File: src/rtl/audio_sd_mixer.sv
// audio_sd_mixer: sample-hold source mixer with saturation, pop-free mute ramp and 1-bit sigma-delta DAC
module audio_sd_mixer #(
  parameter int OPL_SHIFT   = 1,
  parameter int TANDY_SHIFT = 6,
  parameter int SPK_LEVEL   = 8192,
  parameter int FILT_SHIFT  = 7,
  parameter int RAMP_DIV    = 256,
  parameter int RAMP_STEP   = 1
) (
  input  logic        clock,
  input  logic        reset,
  input  logic        sample_en,
  input  logic [15:0] opl_in,
  input  logic [9:0]  tandy_in,
  input  logic        speaker_in,
  input  logic        mute,
  input  logic        clip_clr,
  output logic        aud_l,
  output logic        aud_r,
  output logic        clip,
  output logic [15:0] level
);
  typedef enum logic [1:0] {RAMP_UP, RUN, RAMP_DOWN, MUTED} state_t;
  localparam logic [15:0] MID = 16'h8000;
  localparam logic signed [19:0] SPK = 20'(SPK_LEVEL);
  logic [15:0] opl_q;
  logic [9:0]  tan_q;
  logic        spk_q, mix_q;
  logic [15:0] amp_q, amp_d, lvl_q, lvl_d;
  logic [31:0] acc_q, acc_d, cnt_q, cnt_d;
  logic        clip_q, clip_d, aud_q, sign;
  state_t      st_q, st_d;
  logic signed [19:0] opl_x, tan_x, sum;
  logic        sat_hi, sat_lo, ramp, tick;
  logic [16:0] up, dn;
  logic [15:0] up_c, dn_c, toward;
  // Mixer is wider than the 16-bit output so every source combination saturates instead of wrapping
  assign opl_x  = {{4{opl_q[15]}}, opl_q};
  assign tan_x  = {10'b0, tan_q};
  assign sum    = (opl_x <<< OPL_SHIFT) + (tan_x <<< TANDY_SHIFT) + (spk_q ? SPK : 20'sd0);
  assign sat_hi = sum > 20'sd32767;
  assign sat_lo = sum < -20'sd32768;
  assign amp_d  = !mix_q ? amp_q : sat_hi ? 16'hFFFF : sat_lo ? 16'h0000 : {~sum[15], sum[14:0]};
  assign clip_d = clip_clr ? 1'b0 : clip_q | (mix_q & (sat_hi | sat_lo));
  // Ramp divider runs only in ramp states and idles at 0 elsewhere, so each ramp entry starts fresh
  assign ramp   = (st_q == RAMP_UP) || (st_q == RAMP_DOWN);
  assign tick   = ramp && (cnt_q == RAMP_DIV - 1);
  assign cnt_d  = (ramp && !tick) ? cnt_q + 32'd1 : 32'd0;
  assign up     = {1'b0, lvl_q} + 17'(RAMP_STEP);
  assign dn     = {1'b0, lvl_q} - 17'(RAMP_STEP);
  assign up_c   = (up > 17'h08000) ? MID : up[15:0];
  assign dn_c   = (dn[16] || dn[15:0] < MID) ? MID : dn[15:0];
  assign toward = (lvl_q > MID) ? dn_c : up_c;
  // Level FSM: soft-start from zero, track the mix in RUN, glide to midscale when muted
  always_comb begin
    st_d  = st_q;
    lvl_d = lvl_q;
    case (st_q)
      RAMP_UP: begin
        if (lvl_q == MID) st_d = mute ? MUTED : RUN;
        else if (tick) lvl_d = up_c;
      end
      RUN: begin
        lvl_d = amp_q;
        if (mute) st_d = RAMP_DOWN;
      end
      RAMP_DOWN: begin
        if (!mute) st_d = RUN;
        else if (lvl_q == MID) st_d = MUTED;
        else if (tick) lvl_d = toward;
      end
      default: begin
        lvl_d = MID;
        if (!mute) st_d = RUN;
      end
    endcase
  end
  // First-order leaky sigma-delta: duty of the output bit settles near lvl/65536
  assign sign  = acc_q[31:16] < lvl_q;
  assign acc_d = acc_q - (acc_q >> FILT_SHIFT) + (sign ? 32'h0200_0000 : 32'h0);
  // All state registers with asynchronous reset to a silent, ramp-from-zero start
  always_ff @(posedge clock or posedge reset) begin
    if (reset) begin
      opl_q  <= '0;
      tan_q  <= '0;
      spk_q  <= 1'b0;
      mix_q  <= 1'b0;
      amp_q  <= MID;
      lvl_q  <= '0;
      acc_q  <= '0;
      cnt_q  <= '0;
      clip_q <= 1'b0;
      aud_q  <= 1'b0;
      st_q   <= RAMP_UP;
    end else begin
      if (sample_en) begin
        opl_q <= opl_in;
        tan_q <= tandy_in;
        spk_q <= speaker_in;
      end
      mix_q  <= sample_en;
      amp_q  <= amp_d;
      lvl_q  <= lvl_d;
      acc_q  <= acc_d;
      cnt_q  <= cnt_d;
      clip_q <= clip_d;
      aud_q  <= sign;
      st_q   <= st_d;
    end
  end
  assign aud_l = aud_q;
  assign aud_r = aud_q;
  assign clip  = clip_q;
  assign level = lvl_q;
endmodule
File: config.mk
export PLATFORM = sky130hd
export DESIGN_NAME = audio_sd_mixer
export DESIGN_NICKNAME = d
export VERILOG_FILES = /design/src/rtl/audio_sd_mixer.sv
export SDC_FILE = /design/constraint.sdc
export NUM_CORES = 1
export LEC_CHECK = 0
export CAP_MARGIN = 20
export CORE_UTILIZATION = 61
export CTS_CLUSTER_SIZE = 8
export DETAILED_ROUTE_END_ITERATION = 12
export GPL_ROUTABILITY_DRIVEN = 0
export HOLD_SLACK_MARGIN = 0.08
export PLACE_DENSITY = 0.81
export SYNTH_ARGS = -nofsm -noshare
export SYNTH_HDL_FRONTEND = slang
export SYNTH_SLANG_ARGS = --single-unit
File: constraint.sdc
create_clock -name clock -period 6.26 [get_ports clock]
set_clock_uncertainty 0.15 [all_clocks]
set_input_delay 1.565 -clock clock [delete_from_list [all_inputs] [get_ports clock]]
set_output_delay 1.565 -clock clock [all_outputs]
set_load 0.02 [all_outputs]
# == Word-level counts from Yosys, hierarchy flattened ==
# Index checks and enable logic that the tools add are counted.
# totals
ff_bits,128
inputBits,32
output_inout_bits,19
word_cells,71
# op_classes
add_sub_neg,7
magnitude_cmp,6
eq_ne,13
muxes,22
n_bitwise,4
n_reduce_logical,8
# ops
cell,n
$mux W16,10
$pmux W16 S3,1
$add A32 B1 Y32 const B,1
$add A32 B26 Y32,1
$eq A32 B8 Y1 const B,1
$mux W32,1
$sub A32 B25 Y32,1
$mux W26,1
$add A18 B15 Y19,1
$gt A19 B16 Y1 const B,1
$lt A19 B16 Y1 const B,1
$add A17 B17 Y18,1
$add A16 B1 Y17 const B,1
$gt A17 B16 Y1 const B,1
$sub A16 B1 Y17 const B,1
$eq A16 B16 Y1 const B,1
$gt A16 B16 Y1 const B,1
$lt A16 B16 Y1,1
$lt A16 B16 Y1 const B,1
$mux W14,1
$mux W2,6
$ne A2 B2 Y1 const B,6
$pmux W2 S3,1
$reduce_and A5 Y1,1
other kinds (14),17

# == Depth between registers and ports, before layout ==
# Gate-level depths: netlist of run 1.
# logic_depth
word_depth,9
mapped_depth,19
mapped_depth_nobuf,19

# == Worst setup path after synthesis of run 1 ==
# No wires, ideal clock.
# synth_timing
path_kind,register -> register
startpoint,reg lvl_q[5] (netlist: level[5])
endpoint,reg acc_q[29]
setup_time_ps,126
arrival_ps,3642
required_time_ps,5984
path_slack_ps,2342
stages_incl_launch_ff,17
path_buffers,1
period_less_slack_ps,3918
path_cell_list,dfrtp_1 buf_2 inv_1 ha_1 a2111oi_0 o21ai_0 a221o_1 a41oi_1 a21oi_1 ha_1 inv_1 ha_1 nand3_1 inv_1 a311oi_4 nor3_1 a311o_1
# synth_via
elab_chain_cells,3
# synth_lines
element,line_no,text
from (decl),29,"logic [15:0] amp_q, amp_d, lvl_q, lvl_d;"
from (signal assigned),103,lvl_q <= lvl_d;
$lt A16 B16 Y1,79,assign sign = acc_q[31:16] < lvl_q;
$mux W26,80,assign acc_d = acc_q - (acc_q >> FILT_SHIFT) + (sign ? 32'h0200_0000 : 32'h0);
$add A32 B26 Y32,80,
named net acc_d[29],30,"logic [31:0] acc_q, acc_d, cnt_q, cnt_d;"
to (signal assigned),90,acc_q <= '0;
to (signal assigned),104,acc_q <= acc_d;
to (decl),30,
# The timed path passes the listed nets, and every way through them passes these cells.
# A chain may end at the register's enable or synchronous reset.

# == Worst setup path after layout of run 1 ==
# Ends and elaborated chain as after synthesis.

==> summary.md, run 1 <==
| Metric | Value |
|---|---|
| Status | `complete, no violations` |
| CTS tree | `done` |
| CP Launch Type | `flop` |
| H-tree depth | `4` |
| Commonest non-fill, non-tap cell in the layout | `dfrtp_1` |
| Max cap viols | `0` |
| Final WL | `19700 um` |
| Clock transition at path regs | `roughly 0.060 ns` |
| Crit path buffers/inverters | `3` |
| Critical path fanouts, max | `10` |
| Worst reg2reg startpoint | `level[5]` |
| Crit path kind | `flop to flop` |
| RSZ-0062 raised after global routing | `no` |
| First-pass DRT Iterations | `6` |
| Iter 0 DRT Violations | `about 640` |
| Vias per cell | `between 6 and 7` |
| Clk buf depth | `2` |
| Sink Count | `128` |
| Synth Cell Area | `roughly 8900 um^2` |
| Peak Freq | `around 240 MHz` |
| Via Count | `7324` |
| # IOs | `a little over 50` |
| Root buffer cell | `clkbuf_16` |
| Routed Antenna Nets | `0` |
| Worst-Skew Late Latency | `~0.43 ns` |
| Antenna violations before repair | `0` |
| Antenna Cells | `0` |
| Core Util, Final | `between 70 and 80%` |
| Dpl hpwl | `13800 um` |
| Ys async rst share | `100%` |
| Setup tns final | `0 ns` |
| Pleak | `around 4.5 nW` |
| Layout net count | `approximately 1100` |
| Worst Tran Pin Value | `roughly 1.1 ns` |
| Cell Rows | `43` |
| WL/cell | `16.5 um` |
| First-pass GRT wire length | `33100 um` |
| Placed insts | `~1200` |
| Max IR drop VDD | `around 0.00057 V` |
| Crit-path max cell delay | `0.53 ns` |
| Synth Register Bits | `approximately 130` |
| Share of layout cells above drive strength 1 | `8.88%` |
| GRT Overall Usage | `approximately 28%` |
| Post-Syn Nets | `1100` |
| Met3 global-route usage | `5.95%` |
| WHS Path Cells | `1` |
| # resized after CTS | `0` |
| R2R cell count | `15` |
| Max_slew headroom | `25.8%` |
| Die height | `123 um` |
| IO buf count | `50` |
| Final Setup Violations | `0` |
| GRT overflow | `0` |
| DRC Markers | `0` |
| Largest net degree at the start of global routing | `just under 80` |
| Core Box Area | `14000 um^2` |
| Final worst-path cycle share | `approximately two thirds` |
| Starting Density | `between 60% and 70%` |
| Final Critical Period | `around 4.2 ns` |
| Worst Path Arrival | `approximately 4.3 ns` |
| Slowest-stage cell, CP | `dfrtp_1` |
| Post-Layout Cell Count | `roughly 1200` |
| Post-synthesis cell count | `just under 1000` |
| Hold path startpoint | `cnt_q[0]` |
| Critical path capture point type | `flop` |
| Area Overhead vs Synth | `13.0%` |
| Worst Hold End | `cnt_q[0]` |
| Synth Area per Inst | `about 9.2 um^2` |
| Hold buffer count at cts | `0` |
| Final hold vios | `0` |
| Busiest grt layer | `met2` |
| Cts bufs inserted | `17` |
| Final slew viol count | `0` |
| CP Cell Sequence | `inv_1 > ha_1 > a2111oi_0 > o21ai_0 > a221o_1 > a41oi_1 > a21oi_1 > ha_1 > inv_1 > ha_1 > nand3_1 > inv_1 > a311oi_4 > nor3_1 > a311o_1` |
| Post-CTS Setup Bufs | `0` |
| Die width | `about 120 um` |
| M2 GR Usage | `between 40% and 50%` |
| Post-synth EDFFs | `0` |
| Hold Path Class | `flop to flop` |
| WHS | `about 0.3 ns` |
| CP Depth | `15` |
| Sequential area share after synthesis | `a little over a third` |
| Vias in the first global route | `a little under 7000` |
| Commonest cells after routing, fill and taps aside | `127 x dfrtp_1, 99 x ha_1, 98 x nor2_1` |
| Req. time, crit path | `roughly 6.4 ns` |
| Met1 Use GR | `approximately two fifths` |
| Yosys cell types | `between 70 and 80` |
| Pwr Density | `a little under 600 nW/um^2` |
| Die area | `15000 um^2` |
| Most used flip-flop cell after synthesis | `dfrtp_1` |
| R2R Setup Slk | `roughly 2.1 ns` |
| Worst path top cell family by delay | `compound AO/OA/AOI/OAI gates` |
| Worst r2r dst | `acc_q[29]` |
| Synth Warn # | `0` |
per-stage QoR:
stage	power (mW)	instance area [um^2]	setup WS, ns
2_1_floorplan	4.09	8860	1.13
3_3_place_gp	4.72	9450	2.25
3_5_place_dp	4.81	9450	2.14
4_1_cts	5.81	10000	2.11
5_1_grt	6.33	10000	1.77
6_report	5.84	10000	2.11
worst reg2reg max path, delay by kind of cell (launching register included):
family                   cells  cell delay [ns]
buffers and inverters        3             0.30
adder cells (fa/ha/maj)      3             0.96
AO/OA/AOI/OAI                7             1.89
flip-flops                   1             0.53
AND/OR/NAND/NOR              2             0.22
final cells by class:
cell class / count / area (um^2)
Clock buffer: 19 / 453
Multi-Input combinational cell: 728 / 5220
Sequential cell: 128 / 3200
Clock inverter: 13 / 113
Tap cell: 180 / 225
Timing Repair Buffer: 53 / 523
Fill cell: 1060 / 4030
Inverter: 73 / 277
flip-flops by register name (all words and copies together), names as in the netlist:
register and count:
tan_q 10, mix_q 1, opl_q 16, st_q 2, spk_q 1, clip 1, amp_q 16, cnt_q 32
aud_l 1, level 16, acc_q 32
synthesized netlist by cell type (4+ instances only):
master	number	area [um^2]
nand2_1	70	263
o21a_1	4	30.0
nand4_1	10	62.6
dfrtp_1	127	3180
a2111oi_0	5	43.8
o211ai_1	5	37.5
o22ai_1	11	68.8
nor3b_1	4	30.0
o21ai_0	42	210
a21o_1	17	128
a211oi_1	6	45.0
a31oi_1	7	43.8
inv_1	73	274
a21oi_1	59	295
xnor2_1	42	368
nand2b_1	7	43.8
nor2_1	98	368
and4_1	5	43.8
a31o_2	4	35.0
mux2_2	28	315
xor2_1	32	280
nor3_1	30	150
nor2b_1	8	50.1
buf_2	8	40.0
nor4_1	17	106
o31ai_1	6	45.0
or3_1	11	68.8
buf_4	4	30.0
clkbuf_1	21	78.8
nand3_1	29	145
and3_1	11	68.8
ha_1	99	1240
cells by family after synthesis:
kind of cell,synth area share (%)
buffers and inverters,4.95
and+or+nand+nor,17.4
AOI/OAI and AO/OA,15.6
DFF,36.1
xor gates and xnor gates,7.31
adders and majority gates,14.7
muxes,3.90
power breakdown:
part | switching [mW] | internal (mW) | leakage, nW | total (mW)
registers | 0.232 | 1.10 | 1.59 | 1.33
logic | 2.04 | 1.52 | 2.63 | 3.56
clock network | 0.383 | 0.565 | 0.275 | 0.948
layer usage:
layer	wire [um]	share of wire, %	vias to the layer above
met5	0	0	-
met4	490	2.5	0
met3	1190	6.1	48
li1	-	-	3533
met2	8920	45	235
met1	9040	46	3508
worst max path at each step:
| stage | from | end |
|---|---|---|
| after floorplan | reset | acc_q[0] |
| after CTS | level[5] | acc_q[29] |
| final | level[5] | acc_q[29] |
| after global placement | level[5] | acc_q[29] |
| after global routing | level[5] | acc_q[29] |
| after detailed placement | level[5] | acc_q[29] |
Note: power is estimated with default switching activity, not from simulation.
==> inputs of run 2 (changes only) <==
--- a/config.mk
+++ b/config.mk
@@ -6,12 +6,12 @@
 export NUM_CORES = 1
 export LEC_CHECK = 0
 export CAP_MARGIN = 20
-export CORE_UTILIZATION = 61
+export CORE_UTILIZATION = 55
 export CTS_CLUSTER_SIZE = 8
 export DETAILED_ROUTE_END_ITERATION = 12
 export GPL_ROUTABILITY_DRIVEN = 0
 export HOLD_SLACK_MARGIN = 0.08
-export PLACE_DENSITY = 0.81
+export PLACE_DENSITY = 0.77
 export SYNTH_ARGS = -nofsm -noshare
 export SYNTH_HDL_FRONTEND = slang
 export SYNTH_SLANG_ARGS = --single-unit
==> constraint.sdc (replaced) <==
create_clock -name clock -period 3.75 [get_ports clock]
set_clock_uncertainty 0.15 [all_clocks]
set_input_delay 0.9375 -clock clock [delete_from_list [all_inputs] [get_ports clock]]
set_output_delay 0.9375 -clock clock [all_outputs]
set_load 0.02 [all_outputs]
==> summary.md, run 2 (synthesis results as in run 1) <==
| Metric | Value |
|---|---|
| Status | `complete, no violations` |
| First-pass GRT wire length | `33700 um (+1.8%)` |
| Dpl hpwl | `14400 um (+4.5%)` |
| Final WL | `19900 um (+1.3%)` |
| Core Box Area | `15800 um^2 (+13%)` |
| Clock transition at path regs | `0.05 ns (about the same)` |
| Setup tns final | `0 ns (unchanged)` |
| Filler cells | `1256 (+18%)` |
| Switching power | `4.47 mW (+68%)` |
| Post-route setup slack | `0.116 ns (-1.99 ns)` |
| Antenna violations before repair | `0 (unchanged)` |
| H-tree depth | `4 (unchanged)` |
| Die width | `129 um (+5.2%)` |
| Layout net count | `1160 (+2.2%)` |
| Vias per cell | `5.85 (-4.6%)` |
| Placed insts | `1221 (+5.1%)` |
| Commonest cells after routing, fill and taps aside | `123 x dfrtp_1, 98 x ha_1, 97 x nor2_1` |
| Setup WS pre-CTS | `-0.0625 ns (-2.20 ns)` |
| Die height | `129 um (+5.2%)` |
| Area Overhead vs Synth | `16.6%` |
| Clk buf depth | `2 (unchanged)` |
| Final hold vios | `0 (unchanged)` |
| Cell Rows | `46 (+7.0%)` |
| Hold Path Class | `flop to flop` |
| Commonest non-fill, non-tap cell in the layout | `dfrtp_1` |
| IO buf count | `50 (unchanged)` |
| Max_slew headroom | `40.0% (+14 points)` |
| Pleak | `4.62 nW (+2.8%)` |
| Die area | `16600 um^2 (+11%)` |
| Max cap viols | `0 (unchanged)` |
| Root buffer cell | `clkbuf_16` |
| Critical path capture point type | `flop` |
| Sw Share | `44.3% (-1.2 points)` |
| Largest net degree at the start of global routing | `58 (-26%)` |
| CTS tree | `done` |
| Peak Freq | `275 MHz (+14%)` |
| Total power | `10.1 mW (+73%)` |
| Final Critical Period | `3.63 ns (-0.520 ns)` |
| Critical path fanouts, max | `4 (-6)` |
| Clock power frac | `15.9% (-0.3 points)` |
| Req. time, crit path | `3.90 ns (-2.52 ns)` |
| GRT overflow | `0 (unchanged)` |
| Worst Path Arrival | `3.78 ns (-0.53 ns)` |
| Comb pwr share | `63.1% (+2.1 points)` |
| Final slew viol count | `0 (unchanged)` |
| Antenna Cells | `0 (unchanged)` |
| Vias in the first global route | `7057 (+3.3%)` |
| WL/cell | `15.9 um (-3.7%)` |
| Pwr Density | `977 nW/um^2 (+68%)` |
| Starting Density | `56.0% (-7.1 points)` |
| Post-Layout Cell Count | `1255 (+5.1%)` |
| WHS | `0.332 ns (+0.0310 ns)` |
| Final Setup Violations | `0 (unchanged)` |
| First-pass DRT Iterations | `5 (-1)` |
| Max IR drop VDD | `0.000775 V (+37%)` |
| Cts bufs inserted | `17 (unchanged)` |
| Sink Count | `128 (unchanged)` |
| Via Count | `7342 (+0.25%)` |
| RSZ-0062 raised after global routing | `yes` |
| GRT Overall Usage | `25.7% (-2.5 points)` |
| Sequential fraction of design power | `21.0% (-1.8 points)` |
| Worst Tran Pin Value | `0.900 ns (-0.209 ns)` |
| Biggest regs | `acc_q x32, cnt_q x32` |
| Iter 0 DRT Violations | `501 (-21%)` |
| Final worst-path cycle share | `96.9% (+31 points)` |
| Crit path kind | `flop to flop` |
| Share of layout cells above drive strength 1 | `12.1% (+3.3 points)` |
| Worst-Skew Late Latency | `0.42 ns (about the same)` |
| Routed Antenna Nets | `0 (unchanged)` |
| CP Launch Type | `flop` |
| DRC Markers | `0 (unchanged)` |
| Internal power | `5.62 mW (+77%)` |
| # IOs | `51 (unchanged)` |
==> run 2: changes by cell type in the layout (fill, tap and decap cells not counted), moves of 2 or more <==
cell,change
a21oi_2,+2
buf_4,+24
clkinv_4,-3
dfrtp_2,+4
dfrtp_1,-4
clkbuf_1,+5
a21oi_1,-3
inv_1,-3
inv_2,+3
==> run 2: power groups by stage <==
| stage | Clock, mW | Sequential (mW) | Combinational (mW) |
|---|---|---|---|
| 2_1_floorplan | 0 | 2.12 | 4.73 |
| 3_3_place_gp | 0 | 2.12 | 5.95 |
| 3_5_place_dp | 0 | 2.14 | 6.09 |
| 4_1_cts | 1.63 | 2.12 | 6.23 |
| 5_1_grt | 1.70 | 2.16 | 7.12 |
| 6_report | 1.61 | 2.12 | 6.37 |
==> run 2: per-stage QoR <==
stage / cell area [um^2] / util [%]
4_1_cts: 10300 / 65.0
2_1_floorplan: 8880 / -
3_3_place_gp: 9690 / 61.2
6_report: 10300 / 65.3
3_5_place_dp: 9690 / 61.2
5_1_grt: 10300 / 65.3
==> run 2: final cells by class <==
cell class	count	area, um^2	area share [%]
Tap cell	216	270	2.62
Timing Repair Buffer	78	723	7.00
Multi-Input combinational cell	728	5280	51.1
Clock inverter	7	87.6	0.848
Sequential cell	128	3210	31.1
Clock buffer	25	485	4.70
Inverter	73	278	2.69
==> run 2: timing repair <==
item / 4_1_cts / 5_1_grt
resized for setup: 2 / 10
hold buffers: 0 / 0
setup endpoints to repair: 2 / 11
pin swaps: 1 / 11
setup buffers: 0 / 2
==> run 2: path summary, 6_finish.rpt <==
path	startpoint	endpoint	slack (ns)	cells past startpoint
max	level[1]	acc_q[29]	0.12	17
min	cnt_q[0]	cnt_q[0]	0.33	1
max reg2reg	level[1]	acc_q[29]	0.12	17
min reg2reg	cnt_q[0]	cnt_q[0]	0.33	1
max in group asynchronous	reset	amp_q[15]	1.92	3
min in group asynchronous	reset	cnt_q[3]	0.74	2
==> run 2: layer usage <==
metal / part of all wire (%) / up-vias / global-route usage (%)
li1: - / 3559 / -
met1: 46 / 3518 / 34.7
met2: 47 / 223 / 41.5
met3: 4.8 / 42 / 4.20
met4: 2.4 / 0 / 9.83
met5: 0 / - / 0
==> run 2: worst max-delay path, cell delays in order (launching register included) <==
cell and delay, ns:
dfrtp_2 0.36, inv_2 0.04, ha_1 0.29, a21o_1 0.17
a21o_1 0.19, a21oi_2 0.15, o21ai_2 0.07, a221o_1 0.35
a41oi_2 0.18, a21oi_2 0.08, ha_1 0.31, inv_2 0.07
ha_4 0.21, a21oi_4 0.15, nor2_2 0.06, a311oi_4 0.33
nor3_1 0.08, a311o_1 0.27
==> inputs of run 3 (changes only) <==
--- a/config.mk
+++ b/config.mk
@@ -12,6 +12,7 @@
 export GPL_ROUTABILITY_DRIVEN = 0
 export HOLD_SLACK_MARGIN = 0.08
 export PLACE_DENSITY = 0.77
+export SKIP_LAST_GASP = 1
 export SYNTH_ARGS = -nofsm -noshare
 export SYNTH_HDL_FRONTEND = slang
 export SYNTH_SLANG_ARGS = --single-unit
==> summary.md, run 3 (synthesis results as in run 1) <==
| Metric | Value |
|---|---|
| WL/cell | `15.9 um (about the same)` |
| Die height | `129 um (unchanged)` |
| Worst reg2reg startpoint | `level[1]` |
| Antenna Cells | `0 (unchanged)` |
| Area Overhead vs Synth | `16.6% (unchanged)` |
| # IOs | `51 (unchanged)` |
| Vias per cell | `5.84 (-0.23%)` |
| IO buf count | `50 (unchanged)` |
| First-pass GRT wire length | `33700 um (unchanged)` |
| WHS | `0.331 ns (-0.000650 ns)` |
| Worst-Skew Late Latency | `0.42 ns (about the same)` |
| Setup tns final | `0 ns (unchanged)` |
| Sw Share | `44.3% (about the same)` |
| Sink Count | `128 (unchanged)` |
| Max cap viols | `0 (unchanged)` |
| Critical path fanouts, max | `4 (unchanged)` |
| GRT overflow | `0 (unchanged)` |
| Dpl hpwl | `14400 um (unchanged)` |
| Placed insts | `1221 (unchanged)` |
| R2R Setup Slk | `0.11 ns (about the same)` |
| Critical path capture point type | `flop` |
| Worst Path Arrival | `3.78 ns (about the same)` |
| Internal power | `5.62 mW (about the same)` |
| Root buffer cell | `clkbuf_16` |
| Pwr Density | `977 nW/um^2 (about the same)` |
| Share of layout cells above drive strength 1 | `12.1% (unchanged)` |
| Setup WS pre-CTS | `-0.0625 ns (unchanged)` |
| Final Critical Period | `3.64 ns (+0.00326 ns)` |
| Final WL | `19900 um (about the same)` |
| DRC Markers | `0 (unchanged)` |
| Vias in the first global route | `7057 (unchanged)` |
| Worst Tran Pin Value | `0.916 ns (+0.0166 ns)` |
| Cts bufs inserted | `17 (unchanged)` |
| Starting Density | `56.0% (unchanged)` |
| Final Setup Violations | `0 (unchanged)` |
| Hold path startpoint | `cnt_q[0]` |
| Die width | `129 um (unchanged)` |
| Sequential fraction of design power | `21.0% (about the same)` |
| Largest net degree at the start of global routing | `58 (unchanged)` |
| Die area | `16600 um^2 (unchanged)` |
| Commonest cells after routing, fill and taps aside | `123 x dfrtp_1, 98 x ha_1, 97 x nor2_1` |
| Switching power | `4.47 mW (about the same)` |
| Via Count | `7325 (-0.23%)` |
| First-pass DRT Iterations | `5 (unchanged)` |
| Routed Antenna Nets | `0 (unchanged)` |
| Clock transition at path regs | `0.05 ns (about the same)` |
| Total power | `10.1 mW (about the same)` |
| Post-Layout Cell Count | `1255 (unchanged)` |
| Clk buf depth | `2 (unchanged)` |
| Pleak | `4.62 nW (unchanged)` |
| Max IR drop VDD | `0.000775 V (about the same)` |
| Final hold vios | `0 (unchanged)` |
| Post-route setup slack | `0.113 ns (-0.00326 ns)` |
| H-tree depth | `4 (unchanged)` |
| Final slew viol count | `0 (unchanged)` |
| Crit path from | `level[1]` |
| Commonest non-fill, non-tap cell in the layout | `dfrtp_1` |
| RSZ-0062 raised after global routing | `yes` |
| Clock power frac | `16.0% (about the same)` |
| Status | `complete, no violations` |
| Core Box Area | `15800 um^2 (unchanged)` |
| CP Launch Type | `flop` |
| Crit path kind | `flop to flop` |
| Peak Freq | `275 MHz (about the same)` |
| Req. time, crit path | `3.90 ns (about the same)` |
| GRT Overall Usage | `25.7% (unchanged)` |
| Cell Rows | `46 (unchanged)` |
| Hold buffer count at cts | `0 (unchanged)` |
| Final worst-path cycle share | `97.0% (about the same)` |
| Antenna violations before repair | `0 (unchanged)` |
| Comb pwr share | `63.1% (about the same)` |
| Iter 0 DRT Violations | `510 (+1.8%)` |
| Biggest regs | `acc_q x32, cnt_q x32` |
| Max_slew headroom | `38.9% (-1.1 points)` |
| CTS tree | `done` |
| Layout net count | `1160 (unchanged)` |
| Hold Path Class | `flop to flop` |
[run 3: power groups by stage]
| stage | clock [mW] | combinational [mW] | sequential, mW |
|---|---|---|---|
| after floorplan | 0 | 4.73 | 2.12 |
| after global placement | 0 | 5.95 | 2.12 |
| after detailed placement | 0 | 6.09 | 2.14 |
| after CTS | 1.63 | 6.23 | 2.12 |
| after global routing | 1.70 | 7.12 | 2.16 |
| final | 1.61 | 6.36 | 2.12 |
[run 3: final timing paths]
| check | cells past startpoint | to |
|---|---|---|
| worst max-delay path | 17 | acc_q[29] |
| worst min register to register | 1 | cnt_q[0] |
| min in group asynchronous | 2 | cnt_q[3] |
| worst max register to register | 17 | acc_q[29] |
| worst min-delay path | 1 | cnt_q[0] |
| max in group asynchronous | 3 | amp_q[15] |
[run 3: through the flow]
step           area (um^2)  utilization [%]
3_5_place_dp          9690             61.2
5_1_grt              10300             65.3
4_1_cts              10300             65.0
2_1_floorplan         8880                -
6_report             10300             65.3
3_3_place_gp          9690             61.2
[run 3: cell type report]
cell class                 count  area [um^2]
clock buffer                  25          485
clock inverter                 7         87.6
fill                        1256         5500
inverter                      73          278
multi-input combinational    728         5280
sequential                   128         3210
tap                          216          270
timing repair buffer          78          723
[run 3: routing by layer]
metal  vias to the layer above  GRT usage (%)  share of wire (%)
li1                       3561              -                  -
met1                      3505           34.7                 46
met2                       219           41.5                 47
met3                        40           4.20                5.1
met4                         0           9.83                2.3
met5                         -              0                  0
[run 3: worst max-delay path: stages (launching register included)]
cell and delay [ns]:
dfrtp_2 0.36, inv_2 0.04, ha_1 0.29, a21o_1 0.17, a21o_1 0.19, a21oi_2 0.15, o21ai_2 0.08, a221o_1 0.35
a41oi_2 0.18, a21oi_2 0.08, ha_1 0.31, inv_2 0.07, ha_4 0.21, a21oi_4 0.15, nor2_2 0.06, a311oi_4 0.33
nor3_1 0.08, a311o_1 0.27
[run 3: timing repair]
item	in CTS	in global routing
pin swaps	1	11
buffers inserted	0	2
resized for setup	2	10
setup endpoints to repair	2	11
